<file path="src/rtl/button_encoder_pkg.sv">
// Shared types and helpers for the player-input front end.
package button_encoder_pkg;

  localparam int unsigned NUM_COLOURS = 4;

  // Encoder FSM state codes, kept alongside the controller state codes.
  typedef enum logic [1:0] {
    BTN_IDLE_S    = 2'd0,
    BTN_HELD_S    = 2'd1,
    BTN_BLOCKED_S = 2'd2
  } btn_state_e;

  // True when exactly one colour button is down.
  function automatic logic is_onehot(input logic [NUM_COLOURS-1:0] v);
    return (v != '0) && ((v & (v - 4'd1)) == '0);
  endfunction

  // Index of the (single) set bit; 0 when none is set.
  function automatic logic [1:0] onehot_index(input logic [NUM_COLOURS-1:0] v);
    logic [1:0] idx;
    idx = '0;
    for (int unsigned i = 0; i < NUM_COLOURS; i++) begin
      if (v[i]) idx = 2'(i);
    end
    return idx;
  endfunction

endpackage

</file>
<file path="src/rtl/button_encoder_debouncer.sv">
// Two-flop synchronizer followed by a stable-count debouncer for one raw input.
module debouncer #(
  parameter int unsigned DEBOUNCE_CYCLES = 250000,
  parameter int unsigned CNT_W           = $clog2(DEBOUNCE_CYCLES + 1)
) (
  input  logic i_clk,
  input  logic i_rst,
  input  logic i_raw,
  output logic o_level
);

  logic             r_sync1;
  logic             r_sync2;
  logic             r_level;
  logic [CNT_W-1:0] r_cnt;

  // Bring the asynchronous input into the clock domain.
  always_ff @(posedge i_clk) begin
    if (i_rst) begin
      r_sync1 <= 1'b0;
      r_sync2 <= 1'b0;
    end else begin
      r_sync1 <= i_raw;
      r_sync2 <= r_sync1;
    end
  end

  // Count consecutive disagreeing cycles; flip the level once the count
  // has reached DEBOUNCE_CYCLES and the input still disagrees.
  always_ff @(posedge i_clk) begin
    if (i_rst) begin
      r_level <= 1'b0;
      r_cnt   <= '0;
    end else if (r_sync2 != r_level) begin
      if (r_cnt == CNT_W'(DEBOUNCE_CYCLES)) begin
        r_level <= r_sync2;
        r_cnt   <= '0;
      end else begin
        r_cnt <= r_cnt + CNT_W'(1);
      end
    end else begin
      r_cnt <= '0;
    end
  end

  assign o_level = r_level;

endmodule

</file>
<file path="src/rtl/button_encoder.sv">
// Debounces four colour buttons and a start button, and encodes a single
// clean colour press into IN / IN_VALID for the game controller.
module button_encoder
  import button_encoder_pkg::*;
#(
  parameter int unsigned DEBOUNCE_CYCLES = 250000,
  parameter int unsigned CNT_W           = $clog2(DEBOUNCE_CYCLES + 1)
) (
  input  logic       CLK,
  input  logic       RST,
  input  logic [3:0] BTN,
  input  logic       BTN_START,
  output logic [1:0] IN,
  output logic       IN_VALID,
  output logic       START_GAME,
  output logic       ERR
);

  logic [NUM_COLOURS-1:0] w_db;
  logic                   w_db_start;
  logic                   w_onehot;
  logic [1:0]             w_idx;

  btn_state_e r_state;
  logic [1:0] r_in;
  logic       r_in_valid;
  logic       r_err;

  for (genvar k = 0; k < NUM_COLOURS; k++) begin : g_colour_db
    debouncer #(
      .DEBOUNCE_CYCLES(DEBOUNCE_CYCLES),
      .CNT_W          (CNT_W)
    ) u_db (
      .i_clk  (CLK),
      .i_rst  (RST),
      .i_raw  (BTN[k]),
      .o_level(w_db[k])
    );
  end

  debouncer #(
    .DEBOUNCE_CYCLES(DEBOUNCE_CYCLES),
    .CNT_W          (CNT_W)
  ) u_db_start (
    .i_clk  (CLK),
    .i_rst  (RST),
    .i_raw  (BTN_START),
    .o_level(w_db_start)
  );

  assign w_onehot = is_onehot(w_db);
  assign w_idx    = onehot_index(w_db);

  // Accept one colour per press/release cycle; reject multi-button presses.
  always_ff @(posedge CLK) begin
    if (RST) begin
      r_state    <= BTN_IDLE_S;
      r_in       <= '0;
      r_in_valid <= 1'b0;
      r_err      <= 1'b0;
    end else begin
      r_err <= 1'b0;
      case (r_state)
        BTN_IDLE_S: begin
          if (w_db != '0) begin
            if (w_onehot) begin
              r_in       <= w_idx;
              r_in_valid <= 1'b1;
              r_state    <= BTN_HELD_S;
            end else begin
              r_err   <= 1'b1;
              r_state <= BTN_BLOCKED_S;
            end
          end
        end
        BTN_HELD_S: begin
          if (w_db == '0) begin
            r_in_valid <= 1'b0;
            r_state    <= BTN_IDLE_S;
          end
        end
        BTN_BLOCKED_S: begin
          r_in_valid <= 1'b0;
          if (w_db == '0) r_state <= BTN_IDLE_S;
        end
        default: begin
          r_in_valid <= 1'b0;
          r_state    <= BTN_IDLE_S;
        end
      endcase
    end
  end

  assign IN         = r_in;
  assign IN_VALID   = r_in_valid;
  assign START_GAME = w_db_start;
  assign ERR        = r_err;

endmodule

</file>
<file path="config.mk">
export PLATFORM = sky130hd
export DESIGN_NAME = button_encoder
export DESIGN_NICKNAME = d
export VERILOG_FILES = /design/src/rtl/button_encoder_pkg.sv /design/src/rtl/button_encoder_debouncer.sv /design/src/rtl/button_encoder.sv
export SDC_FILE = /design/constraint.sdc
export NUM_CORES = 1
export LEC_CHECK = 0
export ABC_AREA = 0
export BUFFER_PORTS_ARGS = -buffer_cell sky130_fd_sc_hd__buf_2
export CORE_ASPECT_RATIO = 1.1
export CORE_UTILIZATION = 30
export DETAILED_ROUTE_END_ITERATION = 12
export PLACE_DENSITY_LB_ADDON = 0.3
export SLEW_MARGIN = 20
export SYNTH_ARGS = -nofsm -noshare
export SYNTH_HDL_FRONTEND = slang
export SYNTH_HIERARCHICAL = 1
export SYNTH_SLANG_ARGS = --single-unit
</file>
<file path="constraint.sdc">
create_clock -name CLK -period 1.6 [get_ports CLK]
set_input_delay 0.32 -clock CLK [delete_from_list [all_inputs] [get_ports CLK]]
set_output_delay 0.32 -clock CLK [all_outputs]
set_load 0.005 [all_outputs]
</file>
==> results of run 1 <==
## repair_timing
item / in CTS / in global routing
pin swaps: 1 / 3
buffers inserted: 0 / 0
endpoints found under the setup margin: 22 / 66
gates resized for setup: 4 / 37
## placed cells by master (no fill, tap or decap), drive strengths merged
master    Yosys  final
dfxtp       111    111
nor2         96     96
buf          14     72
xnor2        50     50
nand4        40     40
nand3        32     32
xor2         31     31
nor4         31     31
inv          28     29
nand2        24     24
nor4b        15     15
nor2b        14     14
ha           12     12
a21oi        11     11
clkbuf        7     11
nor3         10     10
nand2b       10     10
mux2i         8      8
o21ai         7      7
and4          7      7
and2          6      6
or3           5      5
o41ai         4      4
a211oi        3      3
a211o         2      2
nor3b         2      2
nand4b        2      2
or4           2      2
nand3b        1      1
a31oi         1      1
o311ai        1      1
o2bb2ai       1      1
clkinvlp      0      1
clkinv        0      1
bufinv        0      1
or4b          1      1
## how the worst max path moves through the flow
stage,start,to,slack [ns],cells after the start
floorplan,u_db_start/r_cnt[13],u_db_start/r_cnt[13],-0.12,5
global placement,u_db_start/r_cnt[13],u_db_start/o_level,-0.11,4
detailed placement,u_db_start/r_cnt[13],u_db_start/o_level,-0.11,4
CTS,u_db_start/r_cnt[13],u_db_start/o_level,-0.13,4
global route,u_db_start/r_cnt[13],u_db_start/o_level,-0.21,4
finish,u_db_start/r_cnt[13],u_db_start/o_level,-0.13,4
## cells by family (layout without fill, tap and decap cells)
logic type / count (synthesis) / after routing
AOI/OAI and AO/OA: 30 / 30
xor gates and xnor gates: 81 / 81
adders and majority gates: 12 / 12
buffers and inverters: 49 / 115
DFF: 111 / 111
muxes: 8 / 8
and+or+nand+nor: 298 / 298
## flip-flops by register name, indices dropped and copies added (netlist names)
name and cells:
ERR 1, IN 2, IN_VALID 1, g_colour_db.u_db/o_level 4, g_colour_db.u_db/r_cnt 72, g_colour_db.u_db/r_sync1 4
g_colour_db.u_db/r_sync2 4, r_state 2, u_db_start/o_level 1, u_db_start/r_cnt 18, u_db_start/r_sync1 1, u_db_start/r_sync2 1
## worst max-delay path, cell delays in order (launching register included)
cell and delay (ns):
sky130_fd_sc_hd__dfxtp_1 0.31, sky130_fd_sc_hd__or4b_1 0.51, sky130_fd_sc_hd__or3_4 0.40, sky130_fd_sc_hd__or3_1 0.31, sky130_fd_sc_hd__a21oi_1 0.13
## per-stage QoR
step	cells	setup WS (ns)	power, mW	utilization (%)
finish	893	-0.127	5.12	37.3
floorplan	589	-0.120	2.90	-
CTS	893	-0.132	5.23	36.5
detailed placement	878	-0.112	2.94	34.7
global route	893	-0.207	5.36	37.3
global placement	878	-0.110	2.94	34.7
## power groups by stage
stage	Clock (mW)	Sequential, mW	Combinational [mW]
floorplan	0	2.85	0.0544
detailed placement	0	2.85	0.0932
CTS	2.36	2.78	0.0932
finish	2.25	2.78	0.0910
global route	2.47	2.78	0.103
global placement	0	2.85	0.0914
## per-layer routing
layer / GRT usage [%] / vias to the layer above / routed length [um]
met2: 21.5 / 29 / 5140
met4: 4.02 / 0 / 128
met3: 3.51 / 10 / 286
met5: 0 / - / 0
li1: - / 2180 / -
met1: 13.3 / 1929 / 4880
## layout make-up
type / count / area [um^2]
clock buffers: 11 / 243
clock inverters: 4 / 55.1
fillers: 1803 / 11200
inverters: 28 / 105
multi-input cells: 429 / 3150
flip-flops and latches: 111 / 2250
well taps: 238 / 298
repair buffers: 72 / 529
==> reports/summary.txt, run 1 <==
number of instances in the synthesized netlist - 589
RSZ-0062 raised after global routing - yes
startpoint type of the worst setup path - flip-flop
CTS root buffer - sky130_fd_sc_hd__clkbuf_16
drt pass-1 iters - 4
hold violation total from the final report - 0
r2r endpoint - u_db_start/o_level
Yosys top cell by area - sky130_fd_sc_hd__dfxtp_1
R2R Path Start - u_db_start/r_cnt[13]
register-to-register path setup slack - -0.13 ns
area share of the largest cell type after synthesis - 40.4%
Cell Area, Placed - 6180 um^2
number of warnings issued by yosys - 6
Post-synth EDFFs - 0
remaining design rule violation count - 0
number of setup violations in the final report - 19
iteration-0 DRC count of the detailed router - 170
DRT Wirelength - 10.4 mm
internal power of the cells - 4.08 mW
Switching Share - 20.4%
number of hold buffers added after CTS - 0
async set-reset flop share out of synthesis - 0%
final non-filler cell area - 6630 um^2
Fin Setup TNS - -1.62 ns
part of the Yosys area used for sequential elements - 40.4%
Total GRT Usage - 11.9%
minimum period implied by the final worst setup slack - 1.73 ns
count of cells along the worst register-to-register path - 4
arrival time of data at the critical path endpoint - 2.01 ns
startpoint of the lowest-slack hold path - BTN_START
failing checks - negative setup slack
largest buffer count on any clock path - 2
most common flop cell mapped by yosys - sky130_fd_sc_hd__dfxtp_1
ranking of synthesized cells by area - sky130_fd_sc_hd__dfxtp_1 (40%), sky130_fd_sc_hd__xnor2_1 (8.0%), sky130_fd_sc_hd__nor2_1 (6.5%)
Avg WL per Cell - 11.7 um
Reg clk slew, reported paths - 0.07 ns
antenna violation net count after detailed routing - 0
cell area power density - 772 nW/um^2
cell depth of the worst min-delay path - 2
fraction of power consumed by the clock network - 43.9%
Synth top cells by count - sky130_fd_sc_hd__dfxtp_1 (111), sky130_fd_sc_hd__nor2_1 (96), sky130_fd_sc_hd__xnor2_1 (50), sky130_fd_sc_hd__nand3_1 (32), sky130_fd_sc_hd__xor2_1 (31)
max-capacitance violation count - 0
library cell with the highest instance count after synthesis - sky130_fd_sc_hd__dfxtp_1
total global routing overflow - 0
total vias in the final route - 4148
portion of the clock cycle consumed by the worst path in the final layout - 108%
flip-flop and latch count after synthesis - 111
Post-Synth Adder-Cell Area - 2.73%
TritonCTS clock tree - yes
floorplan die height - 144 um
sw power - 1.04 mW
highest attainable clock frequency - 0.579 GHz
leakage power figure - 2.22 nW
multiplexer area fraction after synthesis - 1.45%
Setup Skew - 0.00556 ns
vias in the first global route - 4147
post-synthesis share of cell area spent on xor and xnor gates - 12.9%
initial cell density of the core - 30.9%
number of antenna violations at the first check in global routing - 0
via density per instance - 4.65
CTS H-tree depth - 3
placed wire-length estimate - 7.55 mm
outcome - complete, but fails checks
area share of and/or/nand/nor cells after synthesis - 32.9%
post-synth cell types - 43
placeable core region - 17800 um^2
WP data required - 1.88 ns
Seq pwr share - 54.4%
slew of the pin with the lowest slew margin - 0.387 ns
maximum fanout along the worst path - 3
wire length of the first global-routing pass - 18.4 mm
final setup margin - -0.127 ns
number of I/O port buffers - 11
per-instance average area after synthesis - 9.35 um^2
Net count, final - 670
area growth from synthesis to layout - 20.5%
portion of total power attributed to combinational logic - 1.8%
type of the worst setup path - flip-flop to flip-flop
fraction of the mapped netlist area in compound gates - 5.00%
area of the mapped netlist - 5510 um^2
tightest slew margin relative to the limit - 74.2%
endpoint kind of the worst setup timing path - flip-flop
largest family of logic cells by synthesized area - simple AND/OR/NAND/NOR gates
fraction of layout instances using a drive strength above 1 - 22.3%
clock latency of the later-clocked register in the worst-skew pair - 0.35 ns
final hold slack - 0.177 ns
VDD IR max - 0.684 mV
worst hold path type - input pin to flip-flop
routability-driven placement congestion ratio - 0.779
die span in x - 131 um
number of cell rows - 51
worst-case hold path end point - u_db_start/r_sync1
boundary pin count - 12
die footprint - 18900 um^2
Net Count, Synth - 608
total inserted antenna cells - 0
Inserted Clock Buffers - 9
pin count of the biggest net entering global routing - 24
Max Transition Viols Final - 0
clock tree sinks - 111
Note: power is estimated with default switching activity, not from simulation.
==> inputs of run 2 (changes only) <==
Settings changed: ABC_AREA 0 to 1.
==> reports/summary.txt, run 2 <==
outcome - finished, final reports clean
Fin Setup TNS - 0 ns (+1.62 ns)
most common flop cell mapped by yosys - sky130_fd_sc_hd__dfxtp_1
area growth from synthesis to layout - 11.4%
register-to-register path setup slack - 0.15 ns (+0.28 ns)
sw power - 1.09 mW (+4.7%)
vias in the first global route - 4538 (+9.4%)
maximum fanout along the worst path - 6 (+3)
number of cell rows - 52 (+2.0%)
drt pass-1 iters - 4 (unchanged)
Inserted Clock Buffers - 9 (unchanged)
area of the mapped netlist - 5760 um^2 (+4.6%)
CTS H-tree depth - 3 (unchanged)
per-instance average area after synthesis - 6.85 um^2 (-27%)
count of cells along the worst register-to-register path - 7 (+3)
tightest slew margin relative to the limit - 78.9% (+4.7 points)
arrival time of data at the critical path endpoint - 1.69 ns (-0.32 ns)
number of instances in the synthesized netlist - 841 (+43%)
largest registers - g_colour_db.u_db/r_cnt: 72 flops, u_db_start/r_cnt: 18 flops
placed wire-length estimate - 8.60 mm (+14%)
ranking of synthesized cells by area - sky130_fd_sc_hd__dfxtp_1 (39%), sky130_fd_sc_hd__nor2_1 (13%), sky130_fd_sc_hd__nand2_1 (12%)
number of instances in the placed design - 1095 (+25%)
number of I/O port buffers - 11 (unchanged)
remaining design rule violation count - 0 (unchanged)
flip-flop and latch count after synthesis - 111 (unchanged)
Seq pwr share - 53.0% (-1.4 points)
die footprint - 19800 um^2 (+4.6%)
Total GRT Usage - 12.6% (+0.75 points)
library cell with the highest instance count after synthesis - sky130_fd_sc_hd__nor2_1
filler cell count - 2051 (+14%)
Avg WL per Cell - 10.3 um (-12%)
post-synth cell types - 25 (-42%)
Net count, final - 882 (+32%)
cell area power density - 819 nW/um^2 (+6.2%)
RSZ-0062 raised after global routing - no
clock tree sinks - 111 (unchanged)
endpoint kind of the worst setup timing path - flip-flop
final non-filler cell area - 6420 um^2 (-3.2%)
Max Transition Viols Final - 0 (unchanged)
number of warnings issued by yosys - 6 (unchanged)
fraction of power consumed by the clock network - 45.6% (+1.7 points)
startpoint type of the worst setup path - flip-flop
wire length of the first global-routing pass - 20.3 mm (+10%)
type of the worst setup path - flip-flop to flip-flop
Critical Path Sink - g_colour_db[3].u_db/r_cnt[16]
internal power of the cells - 4.17 mW (+2.3%)
iteration-0 DRC count of the detailed router - 210 (+24%)
Reg clk slew, reported paths - 0.07 ns (about the same)
Yosys top cell by area - sky130_fd_sc_hd__dfxtp_1
hold violation total from the final report - 0 (unchanged)
highest attainable clock frequency - 0.691 GHz (+19%)
area share of the largest cell type after synthesis - 38.6% (-1.8 points)
number of antenna violations at the first check in global routing - 0 (unchanged)
Reg with most FFs - g_colour_db.u_db/r_cnt
Post-CTS Setup Inserts - 0 (unchanged)
fraction of layout instances using a drive strength above 1 - 8.07% (-14 points)
Setup Skew - 0.00991 ns (+0.00435 ns)
worst hold path type - input pin to flip-flop
part of the Yosys area used for sequential elements - 38.6% (-1.8 points)
Switching Share - 20.8% (+0.38 points)
largest buffer count on any clock path - 2 (unchanged)
die span in x - 134 um (+2.3%)
number of flip-flops in the largest register - 72 (unchanged)
leading cell types in the layout, fill and taps excluded - sky130_fd_sc_hd__nor2_1 (193), sky130_fd_sc_hd__nand2_1 (187), sky130_fd_sc_hd__dfxtp_1 (110)
startpoint of the lowest-slack hold path - BTN[2]
total global routing overflow - 0 (unchanged)
pin count of the biggest net entering global routing - 19 (-21%)
DRT Wirelength - 11.4 mm (+9.5%)
number of non-filler instances in the completed layout - 1110 (+24%)
antenna violation net count after detailed routing - 0 (unchanged)
Post-synth EDFFs - 0 (unchanged)
initial cell density of the core - 31.0% (+0.035 points)
slew of the pin with the lowest slew margin - 0.315 ns (-0.0718 ns)
max-capacitance violation count - 0 (unchanged)
leakage power figure - 1.99 nW (-10%)
Synth top cells by count - sky130_fd_sc_hd__nor2_1 (193), sky130_fd_sc_hd__nand2_1 (187), sky130_fd_sc_hd__dfxtp_1 (111), sky130_fd_sc_hd__inv_1 (99), sky130_fd_sc_hd__nand3_1 (58)
Net Count, Synth - 860 (+41%)
minimum period implied by the final worst setup slack - 1.45 ns (-0.279 ns)
total vias in the final route - 4864 (+17%)
total inserted antenna cells - 0 (unchanged)
WP data required - 1.84 ns (-0.04 ns)
via density per instance - 4.38 (-5.7%)
Cell Area, Placed - 6100 um^2 (-1.2%)
routability-driven placement congestion ratio - 0.810 (+3.9%)
clock latency of the later-clocked register in the worst-skew pair - 0.35 ns (about the same)
portion of the clock cycle consumed by the worst path in the final layout - 90.5% (-17 points)
TritonCTS clock tree - yes
CTS root buffer - sky130_fd_sc_hd__clkbuf_16
number of setup violations in the final report - 0 (-19)
R2R Path Start - g_colour_db[3].u_db/r_cnt[0]
commonest non-fill, non-tap cell in the layout - sky130_fd_sc_hd__nor2_1
VDD IR max - 0.540 mV (-21%)
async set-reset flop share out of synthesis - 0% (unchanged)
r2r endpoint - g_colour_db[3].u_db/r_cnt[16]
portion of total power attributed to combinational logic - 1.4% (-0.4 points)
Worst setup startpoint - g_colour_db[3].u_db/r_cnt[0]
floorplan die height - 147 um (+2.3%)
boundary pin count - 12 (unchanged)
placeable core region - 18600 um^2 (+4.5%)
-- run 2: cell types whose count changed after synthesis, sizes merged, moves of 15 or more --
cell / change
a21oi: +32
or2: +15
nor2: +109
nand4: -25
inv: +71
xnor2: -37
nand2: +172
nor4: -31
nor4b: -15
nand3: +31
-- run 2: cell type report --
| class | instances | area, um^2 | area share (%) |
|---|---|---|---|
| Sequential cell | 111 | 2220 | 34.6 |
| Multi-Input combinational cell | 626 | 3120 | 48.5 |
| Inverter | 99 | 372 | 5.79 |
| Clock inverter | 5 | 83.8 | 1.31 |
| Tap cell | 243 | 304 | 4.74 |
| Clock buffer | 10 | 229 | 3.57 |
| Timing Repair Buffer | 16 | 92.6 | 1.44 |
-- run 2: worst min-delay path by stage --
stage | to | depth (start not counted) | slack (ns)
floorplan | g_colour_db[0].u_db/r_sync2 | 2 | 0.39
global placement | u_db_start/r_sync2 | 2 | 0.39
detailed placement | g_colour_db[0].u_db/r_sync2 | 2 | 0.40
CTS | g_colour_db[2].u_db/r_sync1 | 3 | 0.16
global route | g_colour_db[1].u_db/r_sync1 | 3 | 0.18
finish | g_colour_db[2].u_db/r_sync1 | 3 | 0.17
-- run 2: logic make-up after synthesis --
group / Yosys count / synth area share [%]
buffers and inverters: 104 / 7.43
adder cells (fa/ha/maj): 12 / 2.61
AO/OA/AOI/OAI: 60 / 5.47
flip-flops: 111 / 38.6
XOR/XNOR: 45 / 6.84
AND/OR/NAND/NOR: 509 / 39.1
-- run 2: through the flow --
step / power [mW] / util [%] / hold slack [ns] / setup slack (ns)
2_1_floorplan: 2.90 / - / 0.388 / 0.321
3_3_place_gp: 2.93 / 32.8 / 0.390 / 0.162
3_5_place_dp: 2.93 / 32.8 / 0.395 / 0.116
4_1_cts: 5.35 / 34.5 / 0.157 / 0.107
5_1_grt: 5.47 / 34.5 / 0.175 / 0.00115
6_report: 5.26 / 34.5 / 0.173 / 0.152
-- run 2: routing by layer --
| layer | share of wire [%] | wire, um | global-route usage, % |
|---|---|---|---|
| met5 | 0 | 0 | 0 |
| met4 | 1.5 | 169 | 3.71 |
| met3 | 3.4 | 394 | 3.38 |
| met2 | 45 | 5110 | 20.9 |
| met1 | 50 | 5750 | 15.9 |
-- run 2: timing repair --
action / 4_1_cts / 5_1_grt
gates resized for setup: 0 / 2
hold buffers: 0 / 0
setup endpoints to repair: 0 / 3
-- run 2: power groups by stage --
stage	Sequential, mW	Combinational [mW]	Clock [mW]
after global placement	2.85	0.0747	0
after global routing	2.79	0.0873	2.60
after CTS	2.79	0.0761	2.49
after detailed placement	2.85	0.0758	0
after floorplan	2.85	0.0520	0
final	2.79	0.0740	2.40
-- run 2: critical path: stages, from the launching register on --
cell                      delay, ns
sky130_fd_sc_hd__dfxtp_1       0.42
sky130_fd_sc_hd__ha_1          0.21
sky130_fd_sc_hd__nand2_1       0.14
sky130_fd_sc_hd__nor2_4        0.15
sky130_fd_sc_hd__nand2_1       0.08
sky130_fd_sc_hd__nor2_1        0.14
sky130_fd_sc_hd__xnor2_1       0.13
sky130_fd_sc_hd__nor2_1        0.06
